## src/rtl/dense_mac.sv

```systemverilog
// dense_mac: final dense layer of the RNN, D[j] = b[j] + sum_i W[j][i]*h[i].
// Buffers the hidden vector h, streams weights/biases from 1-cycle-latency
// synchronous ROMs, accumulates at full precision, then emits one rounded
// (half up) and saturated Q8.8 result per neuron on a valid/ready stream.
//
// Ports:
//   clk, reset             clock, synchronous active-high reset
//   start                  begin a new vector (sampled in IDLE only)
//   busy, done             activity flag, one-cycle completion pulse
//   in_valid/in_ready      hidden-vector handshake, in_data = h[i] in order
//   w_rd/w_addr/w_data     weight ROM port, address j*N_IN+i
//   b_rd/b_addr/b_data     bias ROM port, address j
//   out_valid/out_ready    result handshake; out_data, out_idx, out_last
module dense_mac #(
    parameter int unsigned N_IN  = 64,
    parameter int unsigned N_OUT = 32,
    parameter int unsigned W     = 16,
    parameter int unsigned FRAC  = 8,
    localparam int unsigned AW   = $clog2(N_IN * N_OUT),
    localparam int unsigned JW   = (N_OUT > 1) ? $clog2(N_OUT) : 1
) (
    input  logic          clk,
    input  logic          reset,
    input  logic          start,
    output logic          busy,
    output logic          done,
    input  logic          in_valid,
    output logic          in_ready,
    input  logic [W-1:0]  in_data,
    output logic          w_rd,
    output logic [AW-1:0] w_addr,
    input  logic [W-1:0]  w_data,
    output logic          b_rd,
    output logic [JW-1:0] b_addr,
    input  logic [W-1:0]  b_data,
    output logic          out_valid,
    input  logic          out_ready,
    output logic [W-1:0]  out_data,
    output logic [JW-1:0] out_idx,
    output logic          out_last
);

    localparam int unsigned IW   = $clog2(N_IN);
    localparam int unsigned PW   = 2 * W;
    localparam int unsigned ACCW = 2 * W + $clog2(N_IN) + 1;

    localparam logic [IW-1:0]          I_LAST = IW'(N_IN - 1);
    localparam logic [JW-1:0]          J_LAST = JW'(N_OUT - 1);
    localparam logic signed [ACCW-1:0] HALF   = ACCW'(1) << (FRAC - 1);
    localparam logic signed [ACCW-1:0] SAT_HI = ACCW'(2 ** (W - 1) - 1);
    localparam logic signed [ACCW-1:0] SAT_LO = ~SAT_HI;

    typedef enum logic [2:0] {
        S_IDLE,
        S_LOAD,
        S_MAC,
        S_DRAIN,
        S_OUT,
        S_DONE
    } state_t;

    state_t state;
    state_t state_nxt;

    logic [IW-1:0]          i;
    logic [JW-1:0]          j;
    logic signed [W-1:0]    hbuf [N_IN];

    // Read-return pipeline: tags the ROM data arriving this cycle.
    logic                   p_vld;
    logic                   p_first;
    logic [IW-1:0]          p_idx;

    logic signed [ACCW-1:0] acc;
    logic signed [ACCW-1:0] acc_nxt;
    logic signed [ACCW-1:0] rnd;
    logic signed [PW-1:0]   prod;
    logic [W-1:0]           res;

    // State register.
    always_ff @(posedge clk) begin
        if (reset) begin
            state <= S_IDLE;
        end else begin
            state <= state_nxt;
        end
    end

    // Next-state logic.
    always_comb begin
        state_nxt = state;
        case (state)
            S_IDLE:  if (start) state_nxt = S_LOAD;
            S_LOAD:  if (in_valid && in_ready && i == I_LAST) state_nxt = S_MAC;
            S_MAC:   if (i == I_LAST) state_nxt = S_DRAIN;
            S_DRAIN: state_nxt = S_OUT;
            S_OUT: begin
                if (out_valid && out_ready) begin
                    state_nxt = (j == J_LAST) ? S_DONE : S_MAC;
                end
            end
            S_DONE:  state_nxt = S_IDLE;
            default: state_nxt = S_IDLE;
        endcase
    end

    // Full-precision product/accumulate, then round half up and saturate.
    always_comb begin
        prod = PW'(signed'(w_data)) * PW'(hbuf[p_idx]);
        if (p_first) begin
            acc_nxt = (ACCW'(signed'(b_data)) <<< FRAC) + ACCW'(prod);
        end else begin
            acc_nxt = acc + ACCW'(prod);
        end
        rnd = (acc_nxt + HALF) >>> FRAC;
        if (rnd > SAT_HI) begin
            res = W'(SAT_HI);
        end else if (rnd < SAT_LO) begin
            res = W'(SAT_LO);
        end else begin
            res = W'(rnd);
        end
    end

    // Hidden-vector buffer; contents are don't-care until loaded.
    always_ff @(posedge clk) begin
        if (state == S_LOAD && in_valid && in_ready) begin
            hbuf[i] <= in_data;
        end
    end

    // Counters, ROM strobes, accumulator and registered outputs.
    always_ff @(posedge clk) begin
        if (reset) begin
            busy      <= 1'b0;
            done      <= 1'b0;
            in_ready  <= 1'b0;
            w_rd      <= 1'b0;
            b_rd      <= 1'b0;
            w_addr    <= '0;
            b_addr    <= '0;
            out_valid <= 1'b0;
            out_data  <= '0;
            out_idx   <= '0;
            out_last  <= 1'b0;
            i         <= '0;
            j         <= '0;
            p_vld     <= 1'b0;
            p_first   <= 1'b0;
            p_idx     <= '0;
            acc       <= '0;
        end else begin
            busy      <= (state_nxt != S_IDLE);
            done      <= (state_nxt == S_DONE);
            in_ready  <= (state_nxt == S_LOAD);
            out_valid <= (state_nxt == S_OUT);
            w_rd      <= (state_nxt == S_MAC);
            b_rd      <= (state_nxt == S_MAC) && (state != S_MAC);

            // Weight addresses run contiguously across neurons within a vector.
            if (state_nxt == S_MAC) begin
                w_addr <= (state == S_LOAD) ? '0 : w_addr + AW'(1);
            end
            if (state_nxt == S_MAC && state != S_MAC) begin
                b_addr <= (state == S_OUT) ? j + JW'(1) : '0;
            end

            p_vld   <= w_rd;
            p_first <= b_rd;
            p_idx   <= i;
            if (p_vld) begin
                acc <= acc_nxt;
            end

            case (state)
                S_IDLE: begin
                    if (start) begin
                        i <= '0;
                        j <= '0;
                    end
                end
                S_LOAD: begin
                    if (in_valid && in_ready) begin
                        i <= (i == I_LAST) ? '0 : i + IW'(1);
                    end
                end
                S_MAC: begin
                    i <= (i == I_LAST) ? '0 : i + IW'(1);
                end
                S_DRAIN: begin
                    out_data <= res;
                    out_idx  <= j;
                    out_last <= (j == J_LAST);
                end
                S_OUT: begin
                    if (out_valid && out_ready && j != J_LAST) begin
                        j <= j + JW'(1);
                    end
                end
                default: ;
            endcase
        end
    end

endmodule

```

## config.mk

```make
export PLATFORM = sky130hd
export DESIGN_NAME = dense_mac
export DESIGN_NICKNAME = d
export VERILOG_FILES = /design/src/rtl/dense_mac.sv
export SDC_FILE = /design/constraint.sdc
export NUM_CORES = 2
export LEC_CHECK = 0
export ABC_AREA = 1
export CORE_ASPECT_RATIO = 0.8
export CORE_MARGIN = 1.5
export CORE_UTILIZATION = 57
export DETAILED_ROUTE_END_ITERATION = 8
export GPL_TIMING_DRIVEN = 0
export PLACE_DENSITY = 0.74
export RECOVER_POWER = 25
export REMOVE_ABC_BUFFERS = 1
export SETUP_SLACK_MARGIN = 0.4
export SLEW_MARGIN = 20
export SYNTH_ARGS = -nofsm -noshare
export SYNTH_HDL_FRONTEND = slang
export SYNTH_SLANG_ARGS = --single-unit
```

## constraint.sdc

```tcl
create_clock -name clk -period 10.8 [get_ports clk]
set_clock_uncertainty 0.1 [all_clocks]
set_input_delay 2.16 -clock clk [delete_from_list [all_inputs] [get_ports clk]]
set_output_delay 2.16 -clock clk [all_outputs]
set_load 0.02 [all_outputs]
```

== Word level (Yosys, flattened, before mapping) ==
Memory sizes are Yosys's and may differ from the RTL's. A register that Yosys moved wholly into a read port is not among the register bits.
Cells that the tools add are included.

* Add/sub/neg operators: 6
* Multipliers: 1
* Div/mod/pow operators: 0
* $lt $le $gt $ge: 2
* Equality and inequality tests: 15
* Shift-type cells: 0
* Muxes and demuxes: 21
* Bitwise logic cells: 0
* Reduce and logical (&&, ||, !) cells: 13

{| class="wikitable"
|+ Operator list
! operator !! number
|-
| $add 39x32->39 || 1
|-
| $add 39x9->39 const B || 1
|-
| $mux 39 || 1
|-
| $add 24x32->33 || 1
|-
| $mul 16x16->32 || 1
|-
| $mux 16 || 2
|-
| $gt 31x16->1 const B || 1
|-
| $lt 31x16->1 const B || 1
|-
| $mux 6 || 4
|-
| $pmux 6 s3 || 1
|-
| $mux 3 || 5
|-
| $mux 5 || 3
|-
| $pmux 3 s5 || 1
|-
| $add 11x1->11 const B || 1
|-
| $mux 11 || 1
|-
| $pmux 5 s2 || 1
|-
| $eq 3x2->1 const B || 3
|-
| $eq 3x3->1 const B || 3
|-
| $logic_and 1x1->1 || 7
|-
| $add 6x1->6 const B || 1
|-
| $eq 3x1->1 const B || 2
|-
| $eq 6x6->1 const B || 1
|-
| $reduce_and 3->1 || 2
|-
| $reduce_bool 3->1 || 2
|-
| other kinds (9) || 11
|}

* Register bits after elaboration: 99
* Latch bits: 0
* Memory bits (writable): 1,024
* Memory bits (read-only): 0
* Input port bits: 53
* Output and inout port bits: 44
* Memories kept: 1

{| class="wikitable"
|+ Memory list
! memory !! words !! bits a word !! rd ports !! clocked after Yosys merged registers in !! write ports !! line !! source
|-
| hbuf || 64 || 16 || 1 || 1 || 1 || 67 || <nowiki>logic signed [W-1:0] hbuf [N_IN];</nowiki>
|}

== Depth between registers and ports, before layout ==
* Depth in word-level cells: 7
* Mapped depth: 66

== Least setup slack after synthesis ==
No wires, ideal clock.

* Path type: input-to-reg
* Start: in w_data[9]
* End: reg out_data[10]
* Setup time: 0.113 ns
* Arrival time: 10.082 ns
* Path slack: 0.505 ns
* Cell stages on the path: 51
* Path buffers: 2
* Path through: buf_1 clkinv_1 nor2_1 fa_1 inv_1 fa_1 fa_1 fa_1 inv_1 fa_1 inv_1 fa_1 inv_1 ha_1 a21oi_1 a21boi_1 o21bai_1 a21boi_1 [... 15 more ...] nand3_1 nand2_1 nand2_1 nand2_1 nand2_1 nand3_1 nor2_1 nand3_1 nand2_1 nand2_1 nand2_1 nor2_1 nand3_1 and2_4 buf_6 nor2_2 o21ai_1 inv_1

* Word-level cells in the longest chain between the ends: 7
* Elaborated cells on any way between the ends: 9
* Those cells by class: add/sub: 3; mul: 1; order compare: 2; mux: 3

{| class="wikitable"
|+ RTL lines
! element !! line !! source
|-
| start: declaration || 32 || <nowiki>input logic [W-1:0] w_data,</nowiki>
|-
| $mul 16x16->32 (*) || 109 || <nowiki>prod = PW'(signed'(w_data)) * PW'(hbuf[p_idx]);</nowiki>
|-
| $add 39x32->39 or $add 24x32->33 (tied branches) || 113, 111 ||
|-
| $mux 39 (*) || 110 || <nowiki>if (p_first) begin</nowiki>
|-
| $add 39x9->39 (*) || 115 || <nowiki>rnd = (acc_nxt + HALF) >>> FRAC;</nowiki>
|-
| $lt 31x16->1 || 118 || <nowiki>end else if (rnd < SAT_LO) begin</nowiki>
|-
| $mux 16 || 118 ||
|-
| $mux 16 (*) || 116 || <nowiki>if (rnd > SAT_HI) begin</nowiki>
|-
| end signal: assignment || 191 || <nowiki>out_data <= res;</nowiki>
|-
| end: declaration || 38 || <nowiki>output logic [W-1:0] out_data,</nowiki>
|}

Every way passes the cells marked *; elsewhere a longest branch is shown, timed or not.
A chain may end at the register's enable or synchronous reset.

==> reports/qor.csv <==
metric,value,unit
violated checks,"max-capacitance violations, max-slew violations, negative setup slack",
Routed WL per cell,24.6,um
core area,0.105,mm2
Final setup viols,15,
vias after detailed routing,47584,
Slew Limit Fails,570,
die width,366,um
Area Overhead vs Synth,19.4,%
cts hold-fix bufs,0,
post-synthesis register bit count,1129,
Total GRT Usage,0.345,
critical path arrival,11.54,ns
Final Hold Fails,0,
CTS tree,built,
async set-or-reset flop fraction in the synthesized netlist,0,
critical path's largest stage delay,0.79,ns
total gr overflow,0,
Die Y-Extent,294,um
initial antenna violation count,2,
share of layout cells above drive strength 1,0.165,
final period utilization,1.02,
Slew headroom,-1.16,
Synth warnings,0,
Pre-antenna DRT Iters,6,
Post-synth EDFFs,1024,
largest net degree at the start of global routing,77,
"commonest non-fill, non-tap cell in the layout",edfxtp_1,
die area,0.108,mm2
I/O Buffers,96,
Seq. cell area,0.0329,mm2
final net count,6694,
RePlAce Congestion,1.00,
status,finished with violations,
register area share after synthesis,0.545,
Post-route DRC,0,
fmax,90.8,MHz
DR iter-0 viols,6552,
Fillers,7578,
synthesized area,0.0602,mm2
Skew-Pair Late Insertion Delay,0.74,ns
Sink Count,1129,
MaxCap Viol Count,13,
initial core utilization,0.576,
count of different cell masters after synthesis,48,
Crit path required time,11.32,ns
"Slowest-stage cell, CP",o211ai_1,
vias in the first global route,44849,
Antenna diodes,0,
Mapped Cells,6021,
Top Ports,97,
kind of critical path,reg2reg,
crit end category,flop,
fin crit period,11.02,ns
HP Class,reg2reg,
dpl ws,-3.15,ns
Routed Antenna Nets,0,
fin worst setup slack,-0.218,ns
first-pass GRT wire length,278,mm
"Max FO, Critical Path",8,
Std-Cell Rows,106,
DPL Wire Length,116,mm
Max clock buf depth,3,
final instance area,0.0720,mm2
Multi-input gate area,0.0264,mm2
Worst setup SP type,flop,
Worst-Margin Slew,3.24,ns
Routed WL,190,mm
# H-tree levels,3,
Synth Area per Inst,10.0,um2
CTS root buf,clkbuf_16,
Most used DFF post-synth,edfxtp_1,
Util after Layout,0.688,
RSZ-0062 raised after global routing,yes,
Post-DP Area,0.0637,mm2
vias per cell,6.16,
most frequent cells in the layout,"edfxtp_1 (1024), nor2_1 (943), nand2_1 (666), o21ai_0 (666), inv_1 (632)",
"Reg clk slew, reported paths",0.06,ns
cts bufs inserted,106,
==> cell type report <==
cell class | instances | area share
clock buffers | 128 | 0.0384
repair buffers | 367 | 0.0637
well taps | 1404 | 0.0244
clock inverters | 72 | 0.0108
inverters | 693 | 0.0378
repair inverters | 6 | 0.000800
flip-flops and latches | 1129 | 0.457
multi-input cells | 3924 | 0.367
==> cells in the mapped netlist (2+ instances only) <==
library cell	number	area, um2
edfxtp_1	1024	30700
o21bai_1	9	67.6
inv_1	662	2480
nor3_1	20	100
o211ai_1	43	323
a31oi_1	7	43.8
buf_2	6	30.0
buf_1	19	71.3
clkbuf_1	251	942
o32ai_1	8	70.1
nand3b_1	4	30.0
o221ai_1	41	359
nor2_4	19	214
o31ai_1	2	15.0
dfxtp_1	105	2100
o22ai_1	270	1690
nor2_1	1080	4050
ha_1	150	1880
a21boi_1	4	30.0
xnor2_1	19	166
nand3_1	175	876
a21oi_1	123	616
xor2_1	35	307
a211oi_1	4	30.0
clkinv_1	10	37.5
o21ai_0	717	3590
or2_2	5	31.3
o21ai_1	15	75.1
nor3_2	6	60.1
and3_1	2	12.5
inv_2	21	78.8
nand2_1	749	2810
nor2_2	39	244
fa_1	264	5290
nand4_1	49	307
buf_6	2	22.5
nand3_2	5	50.1
a21o_1	6	45.0
nand2_2	42	263
==> worst paths after layout <==
kind | from | to | slack, ns | depth (start not counted)
worst max-delay path | flop | out_data[10]$_SDFFE_PP0P_ | -0.22 | 59
worst min register to register | w_rd$_SDFF_PP0_ | p_vld$_SDFF_PP0_ | 0.31 | 2
worst max register to register | flop | out_data[10]$_SDFFE_PP0P_ | -0.22 | 59
worst min-delay path | w_rd$_SDFF_PP0_ | p_vld$_SDFF_PP0_ | 0.31 | 2
==> registers in the layout (all words and copies together), names as in the netlist, 3 cells and up, named ones only <==
| name | count |
|---|---|
| hbuf | 1024 |
| acc | 39 |
| out_data | 16 |
| w_addr | 11 |
| i | 6 |
| b_addr | 5 |
| j | 5 |
| out_idx | 5 |
| state | 3 |
==> worst max-delay path, delay by kind of cell (launching register included) <==
family,cells,cell delay (ns)
xor gates and xnor gates,1,0.15
AOI/OAI and AO/OA,9,1.91
and+or+nand+nor,24,2.72
adders and majority gates,8,3.55
buffers and inverters,17,2.05
DFF,1,0.39
==> logic make-up (layout without fill, tap and decap cells) <==
kind of cell             Yosys count  in the layout  share of synthesized area
adder cells (fa/ha/maj)          414            414                      0.119
flip-flops                      1129           1129                      0.545
AO/OA/AOI/OAI                   1253           1253                      0.116
buffers and inverters            971           1266                     0.0609
XOR/XNOR                          54             54                    0.00785
AND/OR/NAND/NOR                 2200           2203                      0.151
==> per-layer routing <==
| metal | wire length [um] | GRT usage | up-vias |
|---|---|---|---|
| met5 | 13 | 0 | - |
| met3 | 25100 | 0.0760 | 468 |
| met2 | 82700 | 0.511 | 3156 |
| li1 | - | - | 20943 |
| met4 | 6710 | 0.112 | 2 |
| met1 | 75700 | 0.508 | 23015 |
==> metrics by stage <==
step / std cells / TNS [ns] / hold slack (ns)
after CTS: 7679 / 0 / 0.314
after detailed placement: 7336 / -82.07 / 0.303
after global routing: 7723 / -7.43 / 0.342
final: 7723 / -2.84 / 0.312
after floorplan: 5743 / -776.99 / 0.344
after global placement: 7243 / -2019.37 / 0.313
==> what timing repair did <==
item	in CTS	in global routing
setup endpoints to repair	43	23
resized for setup	408	238
gates cloned	31	7
setup buffers	112	37
pin swaps	133	109
Power is left out: the tool's default activity adds up to more than one toggle a clock period on the data nets, which glitch-free logic cannot reach.
